## src/rtl/multicycle_ctrl_if.sv

```systemverilog
// Control-side bundle between the multicycle sequencer and the datapath/memory.
// The master is the sequencer. The slave is the datapath, memory or testbench side.
interface multicycle_ctrl_if #(parameter int CNT_W = 16);
  logic             run;
  logic [31:0]      instr;
  logic             zero;
  logic             mem_ready;
  logic [1:0]       alu_op;
  logic [3:0]       alu_opcode;
  logic             alu_src_imm;
  logic             ext_zero;
  logic             ir_write;
  logic             pc_write;
  logic             pc_src;
  logic             reg_write;
  logic             wb_src;
  logic             mem_read;
  logic             mem_write;
  logic             inst_fetch;
  logic             addr_latch;
  logic             illegal;
  logic             bus_err;
  logic             halted;
  logic [CNT_W-1:0] instr_count;

  modport master (
    input  run, instr, zero, mem_ready,
    output alu_op, alu_opcode, alu_src_imm, ext_zero, ir_write, pc_write, pc_src,
           reg_write, wb_src, mem_read, mem_write, inst_fetch, addr_latch,
           illegal, bus_err, halted, instr_count
  );

  modport slave (
    output run, instr, zero, mem_ready,
    input  alu_op, alu_opcode, alu_src_imm, ext_zero, ir_write, pc_write, pc_src,
           reg_write, wb_src, mem_read, mem_write, inst_fetch, addr_latch,
           illegal, bus_err, halted, instr_count
  );
endinterface

```

## src/rtl/multicycle_ctrl.sv

```systemverilog
// Multi-cycle sequencer for the 32-bit datapath. It runs fetch, decode, execute,
// memory and writeback, and it times out memory waits that never complete.
//   state    | meaning
//   IDLE     | waiting for run          FETCH    | instruction read, IR/PC load
//   DECODE   | classify instr           EXEC     | ALU op for R/I/LI
//   WB       | ALU result to regfile    BRANCH   | compare, optional PC load
//   MEM_ADDR | address compute/latch    MEM_RD   | load wait
//   MEM_WB   | load data to regfile     MEM_WR   | store wait
//   HALTED   | stopped until reset
module multicycle_ctrl #(
  parameter int CNT_W    = 16,
  parameter int WAIT_MAX = 8
) (
  input  logic              i_clk,
  input  logic              i_rst,
  multicycle_ctrl_if.master io_bus
);
  localparam int WAIT_W = $clog2(WAIT_MAX + 1);
  localparam logic [WAIT_W-1:0] WAIT_LOAD = WAIT_W'(WAIT_MAX - 1);

  typedef enum logic [3:0] {
    S_IDLE, S_FETCH, S_DECODE, S_EXEC, S_WB, S_BRANCH,
    S_MEM_ADDR, S_MEM_RD, S_MEM_WB, S_MEM_WR, S_HALTED
  } state_t;

  state_t            r_state, w_next;
  logic [WAIT_W-1:0] r_wait;
  logic [CNT_W-1:0]  r_count;
  logic              r_bus_err;

  logic [1:0] w_fmt;
  logic [3:0] w_opc;
  logic w_is_arith, w_is_br, w_is_li, w_is_lwi, w_is_swi, w_is_halt;
  logic w_alu_imm, w_ext_zero, w_taken;
  logic w_waiting, w_timeout, w_retire, w_err, w_unused;

  assign w_fmt      = io_bus.instr[31:30];
  assign w_opc      = io_bus.instr[29:26];
  assign w_unused   = ^io_bus.instr[25:0];
  assign w_is_arith = (w_fmt == 2'b00 || w_fmt == 2'b01) && !w_opc[3];
  assign w_is_br    = (w_fmt == 2'b10) && (w_opc[3:1] == 3'b000);
  assign w_is_li    = (w_fmt == 2'b11) && (w_opc == 4'b1001);
  assign w_is_lwi   = (w_fmt == 2'b11) && (w_opc == 4'b1011);
  assign w_is_swi   = (w_fmt == 2'b11) && (w_opc == 4'b1100);
  assign w_is_halt  = (w_fmt == 2'b11) && (w_opc == 4'b1111);
  assign w_alu_imm  = (w_fmt == 2'b01) || w_is_li;
  assign w_ext_zero = (w_opc == 4'b0100) || (w_opc == 4'b0101) || (w_opc == 4'b0110);
  assign w_taken    = (w_opc == 4'b0000 && io_bus.zero) || (w_opc == 4'b0001 && !io_bus.zero);

  assign w_waiting = (r_state == S_FETCH) || (r_state == S_MEM_RD) || (r_state == S_MEM_WR);
  // r_wait counts down the misses still allowed, so 0 means this is the last one
  assign w_timeout = w_waiting && !io_bus.mem_ready && (r_wait == '0);

  assign io_bus.bus_err     = r_bus_err;
  assign io_bus.halted      = (r_state == S_HALTED);
  assign io_bus.instr_count = r_count;

  always_comb begin
    w_next             = r_state;
    w_retire           = 1'b0;
    w_err              = 1'b0;
    io_bus.alu_op      = 2'b00;
    io_bus.alu_opcode  = 4'b0000;
    io_bus.alu_src_imm = 1'b0;
    io_bus.ext_zero    = 1'b0;
    io_bus.ir_write    = 1'b0;
    io_bus.pc_write    = 1'b0;
    io_bus.pc_src      = 1'b0;
    io_bus.reg_write   = 1'b0;
    io_bus.wb_src      = 1'b0;
    io_bus.mem_read    = 1'b0;
    io_bus.mem_write   = 1'b0;
    io_bus.inst_fetch  = 1'b0;
    io_bus.addr_latch  = 1'b0;
    io_bus.illegal     = 1'b0;
    case (r_state)
      S_IDLE: if (io_bus.run) w_next = S_FETCH;
      S_FETCH: begin
        io_bus.mem_read   = 1'b1;
        io_bus.inst_fetch = 1'b1;
        if (io_bus.mem_ready) begin
          io_bus.ir_write = 1'b1;
          io_bus.pc_write = 1'b1;
          w_next          = S_DECODE;
        end else if (w_timeout) begin
          w_err  = 1'b1;
          w_next = S_HALTED;
        end
      end
      S_DECODE: begin
        if (w_is_arith || w_is_li)      w_next = S_EXEC;
        else if (w_is_br)               w_next = S_BRANCH;
        else if (w_is_lwi || w_is_swi)  w_next = S_MEM_ADDR;
        else if (w_is_halt)             w_next = S_HALTED;
        else begin
          io_bus.illegal = 1'b1;
          w_retire       = 1'b1;
          w_next         = S_FETCH;
        end
      end
      S_EXEC, S_WB: begin
        io_bus.alu_op      = 2'b01;
        io_bus.alu_opcode  = w_opc;
        io_bus.alu_src_imm = w_alu_imm;
        io_bus.ext_zero    = w_ext_zero;
        if (r_state == S_EXEC) w_next = S_WB;
        else begin
          io_bus.reg_write = 1'b1;
          w_retire         = 1'b1;
          w_next           = S_FETCH;
        end
      end
      S_BRANCH: begin
        io_bus.alu_op   = 2'b10;
        io_bus.pc_write = w_taken;
        io_bus.pc_src   = w_taken;
        w_retire        = 1'b1;
        w_next          = S_FETCH;
      end
      S_MEM_ADDR: begin
        io_bus.alu_op      = 2'b11;
        io_bus.alu_opcode  = w_opc;
        io_bus.alu_src_imm = 1'b1;
        io_bus.ext_zero    = 1'b1;
        io_bus.addr_latch  = 1'b1;
        w_next             = w_is_lwi ? S_MEM_RD : S_MEM_WR;
      end
      S_MEM_RD: begin
        io_bus.mem_read = 1'b1;
        if (io_bus.mem_ready) w_next = S_MEM_WB;
        else if (w_timeout) begin
          w_err  = 1'b1;
          w_next = S_HALTED;
        end
      end
      S_MEM_WB: begin
        io_bus.reg_write = 1'b1;
        io_bus.wb_src    = 1'b1;
        w_retire         = 1'b1;
        w_next           = S_FETCH;
      end
      S_MEM_WR: begin
        // ALU passes R2 through as store data while the write is pending
        io_bus.alu_op     = 2'b01;
        io_bus.alu_opcode = 4'b1100;
        io_bus.mem_write  = 1'b1;
        if (io_bus.mem_ready) begin
          w_retire = 1'b1;
          w_next   = S_FETCH;
        end else if (w_timeout) begin
          w_err  = 1'b1;
          w_next = S_HALTED;
        end
      end
      S_HALTED: w_next = S_HALTED;
      default:  w_next = S_IDLE;
    endcase
  end

  always_ff @(posedge i_clk) begin
    if (i_rst) begin
      r_state   <= S_IDLE;
      r_wait    <= '0;
      r_count   <= '0;
      r_bus_err <= 1'b0;
    end else begin
      r_state <= w_next;
      if ((w_next != r_state) &&
          (w_next == S_FETCH || w_next == S_MEM_RD || w_next == S_MEM_WR))
        r_wait <= WAIT_LOAD;
      else if (w_waiting && !io_bus.mem_ready && (r_wait != '0))
        r_wait <= r_wait - 1'b1;
      if (w_retire) r_count <= r_count + 1'b1;
      if (w_err) r_bus_err <= 1'b1;
    end
  end
endmodule

```

## src/flat_wrapper.sv

```systemverilog
// flat-port wrapper written by rule: the top's interface ports become plain ports
module multicycle_ctrl_flat 
#(
  parameter int CNT_W    = 16,
  parameter int WAIT_MAX = 8
)
  (i_clk, i_rst, io_bus_run, io_bus_instr, io_bus_zero, io_bus_mem_ready, io_bus_alu_op, io_bus_alu_opcode, io_bus_alu_src_imm, io_bus_ext_zero, io_bus_ir_write, io_bus_pc_write, io_bus_pc_src, io_bus_reg_write, io_bus_wb_src, io_bus_mem_read, io_bus_mem_write, io_bus_inst_fetch, io_bus_addr_latch, io_bus_illegal, io_bus_bus_err, io_bus_halted, io_bus_instr_count);
  multicycle_ctrl_if #(.CNT_W(CNT_W)) io_bus_i ();
  input  logic i_clk;
  input  logic i_rst;
  input wire logic [$bits(io_bus_i.run)-1:0] io_bus_run;
  input wire logic [$bits(io_bus_i.instr)-1:0] io_bus_instr;
  input wire logic [$bits(io_bus_i.zero)-1:0] io_bus_zero;
  input wire logic [$bits(io_bus_i.mem_ready)-1:0] io_bus_mem_ready;
  output wire logic [$bits(io_bus_i.alu_op)-1:0] io_bus_alu_op;
  output wire logic [$bits(io_bus_i.alu_opcode)-1:0] io_bus_alu_opcode;
  output wire logic [$bits(io_bus_i.alu_src_imm)-1:0] io_bus_alu_src_imm;
  output wire logic [$bits(io_bus_i.ext_zero)-1:0] io_bus_ext_zero;
  output wire logic [$bits(io_bus_i.ir_write)-1:0] io_bus_ir_write;
  output wire logic [$bits(io_bus_i.pc_write)-1:0] io_bus_pc_write;
  output wire logic [$bits(io_bus_i.pc_src)-1:0] io_bus_pc_src;
  output wire logic [$bits(io_bus_i.reg_write)-1:0] io_bus_reg_write;
  output wire logic [$bits(io_bus_i.wb_src)-1:0] io_bus_wb_src;
  output wire logic [$bits(io_bus_i.mem_read)-1:0] io_bus_mem_read;
  output wire logic [$bits(io_bus_i.mem_write)-1:0] io_bus_mem_write;
  output wire logic [$bits(io_bus_i.inst_fetch)-1:0] io_bus_inst_fetch;
  output wire logic [$bits(io_bus_i.addr_latch)-1:0] io_bus_addr_latch;
  output wire logic [$bits(io_bus_i.illegal)-1:0] io_bus_illegal;
  output wire logic [$bits(io_bus_i.bus_err)-1:0] io_bus_bus_err;
  output wire logic [$bits(io_bus_i.halted)-1:0] io_bus_halted;
  output wire logic [$bits(io_bus_i.instr_count)-1:0] io_bus_instr_count;
  assign io_bus_i.run = io_bus_run;
  assign io_bus_i.instr = io_bus_instr;
  assign io_bus_i.zero = io_bus_zero;
  assign io_bus_i.mem_ready = io_bus_mem_ready;
  assign io_bus_alu_op = io_bus_i.alu_op;
  assign io_bus_alu_opcode = io_bus_i.alu_opcode;
  assign io_bus_alu_src_imm = io_bus_i.alu_src_imm;
  assign io_bus_ext_zero = io_bus_i.ext_zero;
  assign io_bus_ir_write = io_bus_i.ir_write;
  assign io_bus_pc_write = io_bus_i.pc_write;
  assign io_bus_pc_src = io_bus_i.pc_src;
  assign io_bus_reg_write = io_bus_i.reg_write;
  assign io_bus_wb_src = io_bus_i.wb_src;
  assign io_bus_mem_read = io_bus_i.mem_read;
  assign io_bus_mem_write = io_bus_i.mem_write;
  assign io_bus_inst_fetch = io_bus_i.inst_fetch;
  assign io_bus_addr_latch = io_bus_i.addr_latch;
  assign io_bus_illegal = io_bus_i.illegal;
  assign io_bus_bus_err = io_bus_i.bus_err;
  assign io_bus_halted = io_bus_i.halted;
  assign io_bus_instr_count = io_bus_i.instr_count;
  multicycle_ctrl #(.CNT_W(CNT_W), .WAIT_MAX(WAIT_MAX)) u_core (.i_clk(i_clk), .i_rst(i_rst), .io_bus(io_bus_i));
endmodule
```

## config.mk

```make
export PLATFORM = sky130hd
export DESIGN_NAME = multicycle_ctrl_flat
export DESIGN_NICKNAME = d
export VERILOG_FILES = /design/src/rtl/multicycle_ctrl_if.sv /design/src/rtl/multicycle_ctrl.sv /design/src/flat_wrapper.sv
export SDC_FILE = /design/constraint.sdc
export NUM_CORES = 1
export LEC_CHECK = 0
export ABC_AREA = 0
export BUFFER_PORTS_ARGS = -buffer_cell sky130_fd_sc_hd__buf_2
export CORE_MARGIN = 2
export CORE_UTILIZATION = 40
export DETAILED_ROUTE_END_ITERATION = 10
export PLACE_DENSITY = 0.67
export SLEW_MARGIN = 20
export SYNTH_ARGS = -nofsm -noshare
export SYNTH_HDL_FRONTEND = slang
export SYNTH_SLANG_ARGS = --single-unit
```

## constraint.sdc

```tcl
create_clock -name i_clk -period 2.5 [get_ports i_clk]
set_clock_uncertainty 0.2 [all_clocks]
set_input_delay 0.5 -clock i_clk [delete_from_list [all_inputs] [get_ports i_clk]]
set_output_delay 0.5 -clock i_clk [all_outputs]
set_load 0.05 [all_outputs]
```

# ---- Word-level counts from Yosys, hierarchy flattened
# Index checks and enable logic that the tools add are counted.
# Widths: inputs -> output; s select.
dict set report word_totals {
  regBits 25
}
dict set report op_classes {
  addsub 2
  n_eq_ne 25
  n_mux 38
  n_reduce_logical 40
}
# cell count
set ops {}
lappend ops {{$mux 4} 10}
lappend ops {{$pmux 4 s9} 1}
lappend ops {{$eq 4x3->1 const B} 8}
lappend ops {{$eq 4x4->1 const B} 8}
lappend ops {{$mux 1} 17}
lappend ops {{$add 16x1->16 const B} 1}
lappend ops {{$eq 4x1->1 const B} 3}
lappend ops {{$logic_and 1x1->1} 12}
lappend ops {{$logic_not 4->1} 3}
lappend ops {{$logic_or 1x1->1} 11}
lappend ops {{$mux 3} 3}
lappend ops {{$reduce_or 3->1} 3}
lappend ops {{$eq 4x2->1 const B} 2}
lappend ops {{$pmux 1 s2} 4}
lappend ops {{$pmux 4 s2} 1}
lappend ops {{$reduce_or 2->1} 4}
lappend ops {{$pmux 2 s3} 1}
lappend ops {{$eq 2x2->1 const B} 2}
lappend ops {{$ne 4x4->1} 1}
lappend ops {{$pmux 1 s4} 1}
lappend ops {{$reduce_bool 4->1} 1}
lappend ops {{$sub 4x1->4 const B} 1}
lappend ops {{$logic_not 1->1} 3}
lappend ops {{$logic_not 3->1} 1}
lappend ops {{3 further kinds} 3}

# ---- Logic depth before layout (Yosys ltp)
# Gate-level depths: netlist of the first run.
dict set report logic_depth {
  depth_word 13
  depth_mapped 9
}

# ---- Worst setup path before layout of the first run
# No wires, ideal clock.
dict set report synth_path {
  path_type {input-to-output}
  start {in io_bus_instr[27]}
  end {out io_bus_pc_write}
  t_arrival_ns 3.072
  required_time_ns 1.800
  path_slack_ns -1.272
  path_stages 4
  path_buffers 1
  cell_sequence {buf_4 > or3_1 > nor4_1 > or2_1}
}
dict set report synth_via {
  elab_chain_cells 4
}
# item line
set synth_lines {}
lappend synth_lines {{from (decl)} flat_wrapper.sv:12} ;# input wire logic [$bits(io_bus_i.instr)-1:0] io_bus_instr;
lappend synth_lines {{$eq 4x1->1 or $logic_not 4->1 (tied branches)} multicycle_ctrl.sv:48} ;# assign w_taken = (w_opc == 4'b0000 && io_bus.zero) || (w_opc == 4'b0001 && !io_bus.zero);
lappend synth_lines {{$logic_and 1x1->1} multicycle_ctrl.sv:48}
lappend synth_lines {{$logic_or 1x1->1 (*)} multicycle_ctrl.sv:48}
lappend synth_lines {{$pmux 1 s2 (*)} multicycle_ctrl.sv:76} ;# case (r_state)
lappend synth_lines {{to (decl)} flat_wrapper.sv:20} ;# output wire logic [$bits(io_bus_i.pc_write)-1:0] io_bus_pc_write;
# Mark *: on every way between the ends. The rest lies on a longest branch, timed or not.

# ---- Final worst setup path of the first run
dict set report layout_path {
  start {in io_bus_instr[28]}
  end {out io_bus_illegal}
}
dict set report layout_via {
  elab_chain_cells 7
}
# item line
set layout_lines {}
lappend layout_lines {{$eq 4x4->1 (on tied branches)} {multicycle_ctrl.sv:45, multicycle_ctrl.sv:43, multicycle_ctrl.sv:44}}
lappend layout_lines {{$logic_and 1x1->1 (on tied branches)} {multicycle_ctrl.sv:45, multicycle_ctrl.sv:43, multicycle_ctrl.sv:44}}
lappend layout_lines {{$mux 1 or $logic_or 1x1->1 (tied branches)} {multicycle_ctrl.sv:94, multicycle_ctrl.sv:93}}
lappend layout_lines {{$mux 1} multicycle_ctrl.sv:93} ;# else if (w_is_lwi || w_is_swi) w_next = S_MEM_ADDR;
lappend layout_lines {{$mux 1} multicycle_ctrl.sv:92} ;# else if (w_is_br) w_next = S_BRANCH;
lappend layout_lines {{$mux 1 (*)} multicycle_ctrl.sv:91} ;# if (w_is_arith || w_is_li) w_next = S_EXEC;
lappend layout_lines {{$mux 1 (*)} multicycle_ctrl.sv:76}
lappend layout_lines {{to (decl)} flat_wrapper.sv:28} ;# output wire logic [$bits(io_bus_i.illegal)-1:0] io_bus_illegal;
# Marks and branches as above.

==> flow_summary.ini, run 1 <==
[status]
result_of_the_run = complete, no violations

[worst_setup_path]
cp_max_fo = 7
crit_arrival_ps = 1740
capture_point_of_the_worst_reg_to_reg_path = u_core.r_wait[3]$_SDFFE_PP0P_
cp.required_ps = 1800
path_class = input port to primary output
cp-startpoint = io_bus_instr[28]
endpoint = io_bus_illegal
setup_crit_start_kind = input port
critical_path.endpoint_type = primary output
reg2reg_from = u_core.r_wait[0]$_SDFFE_PP0P_
regToRegSetupSlack_ps = 250
depth_of_the_most_critical_reg_to_reg_path = 8

[floorplanning]
rows = 25
fp.dieArea_sq_um = 5490
die_height_um = 74.1
core_sq_um = 4720
dieWidth_um = 74.1
io-pin-count = 73
floorplan.initialDensity_pct = 41.6

[timing]
grt_setup_unrepaired = no
timing_worst_slew_pin_value_ps = 467
finalSetupViolations = 0
slew_violations = 0
fin_crit_sh_pct = 97.6
fin_crit_ps = 2440
fmax_mhz = 410
worst_slew_margin_pct = 68.7
report.final.hold_viol_count = 0

[clock_network]
clockRootBuffer = sky130_fd_sc_hd__clkbuf_8
max-clock-path-buffers = 2
cts_tree = built
worst_setup_hold_path_clk_slew_ps = 80
cts_num_sinks = 25
postCtsSetupBuffers = 0
cts-htree-levels = 1
worstSkewPairLatency_ps = 260
cts_made_buffers = 3

[power]
pwr_density_cell_nw_per_um2 = 593
vdd_ir_drop_max_uv = 353
static-leakage-power_nw = 0.960
finalPower_w = 0.00141

[synth]
syn_avg_cell_area_sq_um = 7.74
yosysWarningCount = 0
ys_dominant_reg_cell = sky130_fd_sc_hd__dfxtp_1
mappedNetlistNets = 294
post-synth-top-area-cell = sky130_fd_sc_hd__dfxtp_1
largest_cells_by_area_after_synthesis = sky130_fd_sc_hd__dfxtp_1 (25%), sky130_fd_sc_hd__a21oi_1 (7.4%), sky130_fd_sc_hd__or3_1 (4.1%)
synth_edf_count = 0
post-synth-top-area-fraction_pct = 25.5
asyncSetResetFlopFracSynth_pct = 0
synth.cell_area_sq_um = 1970
synthCells = 254
yosys_register_bits = 25
yosysUniqueCellTypes = 63
seq_area_frac_synth_pct = 25.5

[layout]
antennaDiodeCount = 0
drive_above_1_share_pct = 29.4
multi_input_comb_area_sq_um = 1340
instances_no_fill = 370
area.sequential_sq_um = 504
layout.filler_cells = 490
syn2layout_area_growth_pct = 21.0
fin_nets = 344

[route]
vias = 1982
firstDrtPassIters = 4
drt-initial-drc-count = 59
routed_via_density = 5.36
postRouteAntennaNets = 0
mean_routed_wirelength_per_cell_um = 12.2
drc = 0
routed_wirelength_um = 4530

[grt]
grt_max_degree = 27
gr-usage-all-layers_pct = 17.4
first_pass_grt_wire_length_um = 7800
grt-ovfl-total = 0
via_count_of_the_first_global_routing_pass = 1778
grt_antenna_before_repair = 0

[hold_path]
hp-class = flip-flop to flip-flop

[place]
post-dp-hpwl_um = 3460
gp_congestion = 0.829
buffer_ports.inserted = 46
dp.cells = 366

[job]
max-cap-violations = 0
==> Yosys cell counts, types with 3 or more instances <==
cell type,number
sky130_fd_sc_hd__and3_1,4
sky130_fd_sc_hd__ha_1,3
sky130_fd_sc_hd__o31ai_1,3
sky130_fd_sc_hd__nand2_1,19
sky130_fd_sc_hd__nor4_1,3
sky130_fd_sc_hd__buf_4,4
sky130_fd_sc_hd__a31oi_1,3
sky130_fd_sc_hd__o21ai_0,11
sky130_fd_sc_hd__nand4_1,4
sky130_fd_sc_hd__a21oi_1,29
sky130_fd_sc_hd__nor3_1,4
sky130_fd_sc_hd__buf_2,4
sky130_fd_sc_hd__buf_6,6
sky130_fd_sc_hd__or3_1,13
sky130_fd_sc_hd__nand2b_1,6
sky130_fd_sc_hd__clkbuf_1,3
sky130_fd_sc_hd__and2_1,4
sky130_fd_sc_hd__dfxtp_1,25
sky130_fd_sc_hd__nand3b_1,3
sky130_fd_sc_hd__or4_1,3
sky130_fd_sc_hd__inv_1,10
sky130_fd_sc_hd__nand3_1,10
sky130_fd_sc_hd__nor2_1,18
sky130_fd_sc_hd__o32ai_1,3
sky130_fd_sc_hd__nor2b_1,4
sky130_fd_sc_hd__o21ai_1,10
==> cell type report <==
cell class                      instances  share of cell area, %
Sequential cell                        25                   21.2
Multi-Input combinational cell        201                   56.2
Timing Repair Buffer                   62                   15.5
Inverter                               11                   1.74
Clock buffer                            4                   1.89
Tap cell                               67                   3.52
==> worst max-delay path, cell delays in order <==
cell	delay (ps)
sky130_fd_sc_hd__buf_2	150
sky130_fd_sc_hd__or3_1	370
sky130_fd_sc_hd__a21o_1	190
sky130_fd_sc_hd__a21o_1	190
sky130_fd_sc_hd__and2_1	140
sky130_fd_sc_hd__buf_2	200
==> placed cells by master (no fill, tap or decap), types with 4 or more instances in the layout <==
| cell type | count |
|---|---|
| sky130_fd_sc_hd__a21oi_1 | 28 |
| sky130_fd_sc_hd__and3_1 | 4 |
| sky130_fd_sc_hd__buf_2 | 44 |
| sky130_fd_sc_hd__buf_4 | 17 |
| sky130_fd_sc_hd__dfxtp_1 | 22 |
| sky130_fd_sc_hd__inv_1 | 10 |
| sky130_fd_sc_hd__nand2_1 | 18 |
| sky130_fd_sc_hd__nand2b_1 | 6 |
| sky130_fd_sc_hd__nand3_1 | 10 |
| sky130_fd_sc_hd__nand4_1 | 4 |
| sky130_fd_sc_hd__nor2_1 | 18 |
| sky130_fd_sc_hd__nor2b_1 | 4 |
| sky130_fd_sc_hd__o21ai_0 | 9 |
| sky130_fd_sc_hd__o21ai_1 | 12 |
| sky130_fd_sc_hd__or3_1 | 13 |
==> where the power goes <==
group	switching (W)	internal, W
combinational	0.000430	0.000260
sequential	0.0000479	0.000439
clock	0.000119	0.000114
total	0.000597	0.000812
==> cells by family after synthesis <==
| group | share of synthesized area (%) |
|---|---|
| flops | 25.5 |
| mux | 1.59 |
| compound gates | 26.2 |
| xor+xnor | 2.61 |
| simple gates | 33.6 |
| buf+inv | 8.66 |
| fa+ha+maj | 1.91 |
==> worst min path at each step <==
stage	start	endpoint	slack, ps	depth (start not counted)
detailed placement	u_core.io_bus.bus_err$_SDFFE_PP0P_	u_core.io_bus.bus_err$_SDFFE_PP0P_	260	2
global placement	u_core.io_bus.bus_err$_SDFFE_PP0P_	u_core.io_bus.bus_err$_SDFFE_PP0P_	260	2
finish	u_core.io_bus.bus_err$_SDFFE_PP0P_	u_core.io_bus.bus_err$_SDFFE_PP0P_	280	2
floorplan	u_core.r_wait[1]$_SDFFE_PP0P_	u_core.r_wait[1]$_SDFFE_PP0P_	340	2
global route	u_core.io_bus.bus_err$_SDFFE_PP0P_	u_core.io_bus.bus_err$_SDFFE_PP0P_	320	2
CTS	u_core.io_bus.bus_err$_SDFFE_PP0P_	u_core.io_bus.bus_err$_SDFFE_PP0P_	290	2
==> routing by layer <==
layer	GRT usage [%]	part of all wire (%)	up-vias
met5	0	0	-
met4	3.64	0.40	0
met3	2.85	4.2	2
met2	29.7	48	44
met1	23.3	48	908
li1	-	-	1028
==> metrics by stage <==
stage	util (%)	worst slack (ps)	hold slack, ps	instance area [sq um]	setup TNS [ps]
final	50.4	59.9	281	2380	0
after floorplan	-	-210	342	2000	-210
after detailed placement	49.1	-35.9	257	2320	-35.9
after CTS	50.2	20.0	288	2370	0
after global routing	50.4	13.5	317	2380	0
after global placement	49.1	24.5	258	2320	0
==> flip-flops by register name (all words and copies together), names as in the netlist <==
name and cells:
u_core.r_state 4, u_core.io_bus.bus_err 1, u_core.r_wait 4, u_core.io_bus.instr_count 16
==> timing repair <==
item                       CTS  global route
setup endpoints to repair    3             8
hold buffers                 0             0
gates cloned                 0             0
resized for setup            3             5
Note: power is estimated with default switching activity, not from simulation.
==> inputs of run 2 (changes only) <==
--- a/config.mk
+++ b/config.mk
@@ -10,6 +10,7 @@
 export CORE_MARGIN = 2
 export CORE_UTILIZATION = 40
 export DETAILED_ROUTE_END_ITERATION = 10
+export GPL_TIMING_DRIVEN = 0
 export PLACE_DENSITY = 0.67
 export SLEW_MARGIN = 20
 export SYNTH_ARGS = -nofsm -noshare
==> flow_summary.ini, run 2 (synthesized netlist as in run 1, its figures left out) <==
[status]
result_of_the_run = complete, no violations

[clock_network]
worst_setup_hold_path_clk_slew_ps = 90
cts_made_buffers = 3
worstSkewPairLatency_ps = 270
cts-htree-levels = 1
cts_num_sinks = 25
cts_tree = built
clockRootBuffer = sky130_fd_sc_hd__clkbuf_8
post_cts_hold_buffer_count = 0
max-clock-path-buffers = 2

[layout]
area.sequential_sq_um = 504
finish.utilization_pct = 50.5
multi_input_comb_area_sq_um = 1340
fin_nets = 342
layout.filler_cells = 472
antennaDiodeCount = 0
syn2layout_area_growth_pct = 21.3
largest_reg_flops = 16
mostFrequentLayoutCells = sky130_fd_sc_hd__buf_2 (43), sky130_fd_sc_hd__a21oi_1 (28), sky130_fd_sc_hd__dfxtp_1 (22), sky130_fd_sc_hd__nor2_1 (18), sky130_fd_sc_hd__nand2_1 (18)
layout.cells.most_common = sky130_fd_sc_hd__buf_2
drive_above_1_share_pct = 28.9

[route]
mean_routed_wirelength_per_cell_um = 12.8
drt-initial-drc-count = 100
routed_via_density = 5.38
drc = 0
wl_met2_um = 2230
postRouteAntennaNets = 0
vias = 1978
routedLengthMet1_um = 2260
total_met3_wirelength_after_detailed_routing_um = 193
firstDrtPassIters = 4
routed.top_layer = met4
routed_wirelength_um = 4690

[hold_path]
hp-class = input port to flip-flop
hold_path_end = u_core.r_state[1]$_SDFF_PP0_
worst_hold_startpoint = i_rst
holdPathStages = 2

[floorplanning]
io-pin-count = 73
core_sq_um = 4720
fp.dieArea_sq_um = 5490
dieWidth_um = 74.1
die_height_um = 74.1
rows = 25
floorplan.initialDensity_pct = 41.6

[timing]
timing_worst_slew_pin_value_ps = 599
worst_slew_margin_pct = 59.7
finalSetupViolations = 0
fin_crit_ps = 2390
totalNegativeSetupSlack_ps = 0
slew_violations = 0
grt_setup_unrepaired = no
report.final.hold_viol_count = 0
fin_crit_sh_pct = 95.7
fmax_mhz = 418

[grt]
grt-ovfl-total = 0
gr-usage-all-layers_pct = 17.5
grt_antenna_before_repair = 0
via_count_of_the_first_global_routing_pass = 1699
grt_max_degree = 20
first_pass_grt_wire_length_um = 7760

[worst_setup_path]
capture_point_of_the_worst_reg_to_reg_path = u_core.r_wait[1]$_SDFFE_PP0P_
setup_crit_start_kind = flip-flop
depth_of_the_most_critical_reg_to_reg_path = 8
critical-path-max-stage-delay_ps = 340
cp_max_fo = 10
path_class = flip-flop to primary output
critPathSlowestCell = sky130_fd_sc_hd__dfxtp_2
dominant_delay_contributor_by_cell_family_on_the_critical_path = simple AND/OR/NAND/NOR gates
crit_arrival_ps = 1690
critical_path.endpoint_type = primary output
critical_path.n_buffers_inverters = 3
cp.required_ps = 1800
crit_chain = buf_6 > inv_2 > nand2_2 > or3_4 > nor4_4 > buf_2
regToRegSetupSlack_ps = 270
reg2reg_from = u_core.r_wait[0]$_SDFFE_PP0P_

[power]
power.sequential.fraction_pct = 33.5
p_sw_w = 0.000623
pwr_density_cell_nw_per_um2 = 601
vdd_ir_drop_max_uv = 451
netSwitchingFraction_pct = 43.4
internal-power_w = 0.000811
clock_power_share_pct = 17.4
static-leakage-power_nw = 0.951
power.combinational.fraction_pct = 49.2

[job]
max-cap-violations = 0

[place]
post-dp-hpwl_um = 3610
gp_congestion = 0.856
buffer_ports.inserted = 43
==> run 2: layer usage <==
metal,global-route usage (%),vias up
met2,29.8,40
li1,-,1024
met1,24.2,912
met5,0,-
met3,2.85,2
met4,1.82,0
==> run 2: worst max-delay path by stage <==
stage | from | endpoint | slack (ps) | cells past startpoint
after CTS | u_core.r_state[0]$_SDFF_PP0_ | io_bus_ir_write | 7 | 5
after floorplan | io_bus_instr[27] | io_bus_pc_write | -210 | 4
final | u_core.r_state[3]$_SDFF_PP0_ | io_bus_pc_src | 110 | 6
after global routing | u_core.r_state[0]$_SDFF_PP0_ | io_bus_ir_write | 10 | 5
after detailed placement | io_bus_instr[28] | io_bus_alu_src_imm | -70 | 8
after global placement | io_bus_instr[28] | io_bus_alu_src_imm | -30 | 8
==> run 2: area by class of cell <==
cell class,count,share of cell area (%)
Buffer,16,5.51
Clock buffer,3,1.73
Clock inverter,1,0.315
Inverter,11,1.73
Multi-Input combinational cell,201,56.2
Sequential cell,25,21.1
Tap cell,67,3.52
Timing Repair Buffer,44,9.86
==> run 2: stage by stage <==
stage	hold WS (ps)	instance area, sq um	instances	setup slack (ps)	power [W]
global placement	255	2300	364	-31.7	0.00117
floorplan	342	2000	254	-210	0.00104
finish	233	2380	368	107	0.00143
global route	245	2380	368	11.7	0.00153
detailed placement	270	2300	364	-67.1	0.00118
CTS	244	2370	367	7.06	0.00143
==> run 2: power groups by stage <==
stage | combinational, W | clock [W] | sequential (W)
5_1_grt | 0.000776 | 0.000264 | 0.000489
4_1_cts | 0.000701 | 0.000256 | 0.000477
2_1_floorplan | 0.000536 | 0 | 0.000504
3_5_place_dp | 0.000692 | 0 | 0.000486
3_3_place_gp | 0.000686 | 0 | 0.000486
6_report | 0.000705 | 0.000249 | 0.000480
==> run 2: worst register-to-register path: stages, from the launching register on <==
cell and delay (ps):
sky130_fd_sc_hd__dfxtp_1 340, sky130_fd_sc_hd__inv_1 80, sky130_fd_sc_hd__ha_1 130, sky130_fd_sc_hd__nor3b_2 410, sky130_fd_sc_hd__o21ai_0 140, sky130_fd_sc_hd__a31oi_1 230, sky130_fd_sc_hd__nand2_1 120, sky130_fd_sc_hd__xor2_2 210
sky130_fd_sc_hd__o32ai_1 270
==> run 2: what timing repair did <==
item / in CTS / in global routing
setup endpoints to repair: 6 / 7
setup buffers: 0 / 1
gates resized for setup: 9 / 5
pin swaps: 0 / 3
==> inputs of run 3 (changes only) <==
==> constraint.sdc (replaced) <==
create_clock -name i_clk -period 2.86 [get_ports i_clk]
set_clock_uncertainty 0.2 [all_clocks]
set_input_delay 0.572 -clock i_clk [delete_from_list [all_inputs] [get_ports i_clk]]
set_output_delay 0.572 -clock i_clk [all_outputs]
set_load 0.05 [all_outputs]
==> flow_summary.ini, run 3 (synthesized netlist as in run 1, its figures left out) <==
[timing]
hold_ws_ps = 289
fmax_mhz = 368
fin_crit_ps = 2720
worst_slew_margin_pct = 64.1
timing_worst_slew_pin_value_ps = 534
grt_setup_unrepaired = no
fin_crit_sh_pct = 95.1
slew_violations = 0
report.final.hold_viol_count = 0
finalSetupViolations = 0

[layout]
antennaDiodeCount = 0
syn2layout_area_growth_pct = 19.8
fin_nets = 341
instances_no_fill = 367
mostFrequentLayoutCells = sky130_fd_sc_hd__buf_2 (46), sky130_fd_sc_hd__a21oi_1 (28), sky130_fd_sc_hd__dfxtp_1 (25), sky130_fd_sc_hd__nand2_1 (19), sky130_fd_sc_hd__nor2_1 (18)
largest_reg_flops = 16
layout.cells.most_common = sky130_fd_sc_hd__buf_2
finish.utilization_pct = 49.9
layout.filler_cells = 482
drive_above_1_share_pct = 27.0

[place]
gp_congestion = 0.846
post-dp-hpwl_um = 3640
buffer_ports.inserted = 43
dp.cells = 364

[floorplanning]
fp.dieArea_sq_um = 5490
rows = 25
io-pin-count = 73
core_sq_um = 4720
floorplan.initialDensity_pct = 41.6
die_height_um = 74.1
dieWidth_um = 74.1

[power]
p_sw_w = 0.000527
static-leakage-power_nw = 0.945
vdd_ir_drop_max_uv = 328
finalPower_w = 0.00122
clock_power_share_pct = 16.5
netSwitchingFraction_pct = 43.1
pwr_density_cell_nw_per_um2 = 520
power.combinational.fraction_pct = 49.4
internal-power_w = 0.000697
power.sequential.fraction_pct = 34.0

[route]
vias = 1993
routed_via_density = 5.43
routed_wirelength_um = 4700
drc = 0
firstDrtPassIters = 4
postRouteAntennaNets = 0
mean_routed_wirelength_per_cell_um = 12.8
drt-initial-drc-count = 87

[worst_setup_path]
setup_crit_start_kind = flip-flop
path_class = flip-flop to primary output
cp.required_ps = 2090
critical_path.endpoint_type = primary output
cp_max_fo = 19
crit_arrival_ps = 1950

[clock_network]
cts-htree-levels = 1
postCtsSetupBuffers = 0
worstSkewPairLatency_ps = 260
cts_made_buffers = 3
max-clock-path-buffers = 2
cts_num_sinks = 25
cts_tree = built
clockRootBuffer = sky130_fd_sc_hd__clkbuf_8
worst_setup_hold_path_clk_slew_ps = 80

[grt]
gr-usage-all-layers_pct = 17.8
grt_antenna_before_repair = 0
via_count_of_the_first_global_routing_pass = 1691
grt_max_degree = 14
first_pass_grt_wire_length_um = 7920
grt-ovfl-total = 0

[status]
result_of_the_run = complete, no violations

[job]
max-cap-violations = 0

[hold_path]
hp-class = flip-flop to flip-flop
[run 3: cell count changes in the layout (fill, tap and decap cells not counted)]
cell,previous run,this run
sky130_fd_sc_hd__and2_2,0,1
sky130_fd_sc_hd__and2_4,1,0
sky130_fd_sc_hd__buf_2,43,46
sky130_fd_sc_hd__buf_4,6,3
sky130_fd_sc_hd__buf_6,7,6
sky130_fd_sc_hd__clkbuf_1,2,3
sky130_fd_sc_hd__clkinvlp_4,1,0
sky130_fd_sc_hd__dfxtp_1,22,25
sky130_fd_sc_hd__dfxtp_2,3,0
sky130_fd_sc_hd__nand2_1,18,19
sky130_fd_sc_hd__nand2_2,1,0
sky130_fd_sc_hd__o21ai_0,9,11
sky130_fd_sc_hd__o21ai_1,12,10
[run 3: stage by stage]
stage | instance area (sq um) | setup TNS [ps] | worst slack, ps
CTS | 2360 | 0 | 24.4
global route | 2350 | 0 | 8.11
floorplan | 2010 | -21.2 | -21.2
finish | 2350 | 0 | 140
global placement | 2310 | 0 | 183
detailed placement | 2310 | 0 | 150
[run 3: power groups by stage]
stage               Combinational (W)  Clock, W  Sequential [W]
finish                       0.000605  0.000203        0.000416
global route                 0.000670  0.000221        0.000421
CTS                          0.000609  0.000208        0.000417
detailed placement           0.000605         0        0.000425
global placement             0.000599         0        0.000425
floorplan                    0.000465         0        0.000440
[run 3: path summary, 6_finish.rpt]
check	end	slack, ps	startpoint	cells past startpoint
max	io_bus_pc_write	140	u_core.r_state[1]$_SDFF_PP0_	6
min	u_core.io_bus.bus_err$_SDFFE_PP0P_	290	u_core.io_bus.bus_err$_SDFFE_PP0P_	2
max reg2reg	u_core.r_wait[0]$_SDFFE_PP0P_	570	u_core.r_wait[0]$_SDFFE_PP0P_	8
min reg2reg	u_core.io_bus.bus_err$_SDFFE_PP0P_	290	u_core.io_bus.bus_err$_SDFFE_PP0P_	2
[run 3: critical path, stage by stage (launching register included)]
cell	delay, ps
sky130_fd_sc_hd__dfxtp_1	410
sky130_fd_sc_hd__buf_2	330
sky130_fd_sc_hd__nand2b_2	270
sky130_fd_sc_hd__nor3_4	50
sky130_fd_sc_hd__and2_2	190
sky130_fd_sc_hd__or2_4	230
sky130_fd_sc_hd__buf_2	210
[run 3: layout make-up]
type | instances | area (sq um) | area share, %
inverters | 11 | 41.3 | 1.75
flip-flops and latches | 25 | 500 | 21.3
multi-input cells | 201 | 1340 | 56.7
plain buffers | 16 | 133 | 5.63
well taps | 67 | 83.8 | 3.56
repair buffers | 43 | 215 | 9.14
clock buffers | 4 | 45.0 | 1.91
[run 3: per-layer routing]
metal	wire, um	vias up	track usage [%]
li1	-	1028	-
met1	2260	908	25.4
met2	2200	53	28.4
met3	218	4	3.79
met4	25	0	2.63
met5	0	-	0
[run 3: repair_timing]
item / 4_1_cts / 5_1_grt
gates resized for setup: 1 / 3
setup endpoints to repair: 1 / 2
pin swaps: 0 / 0
hold buffers: 0 / 0
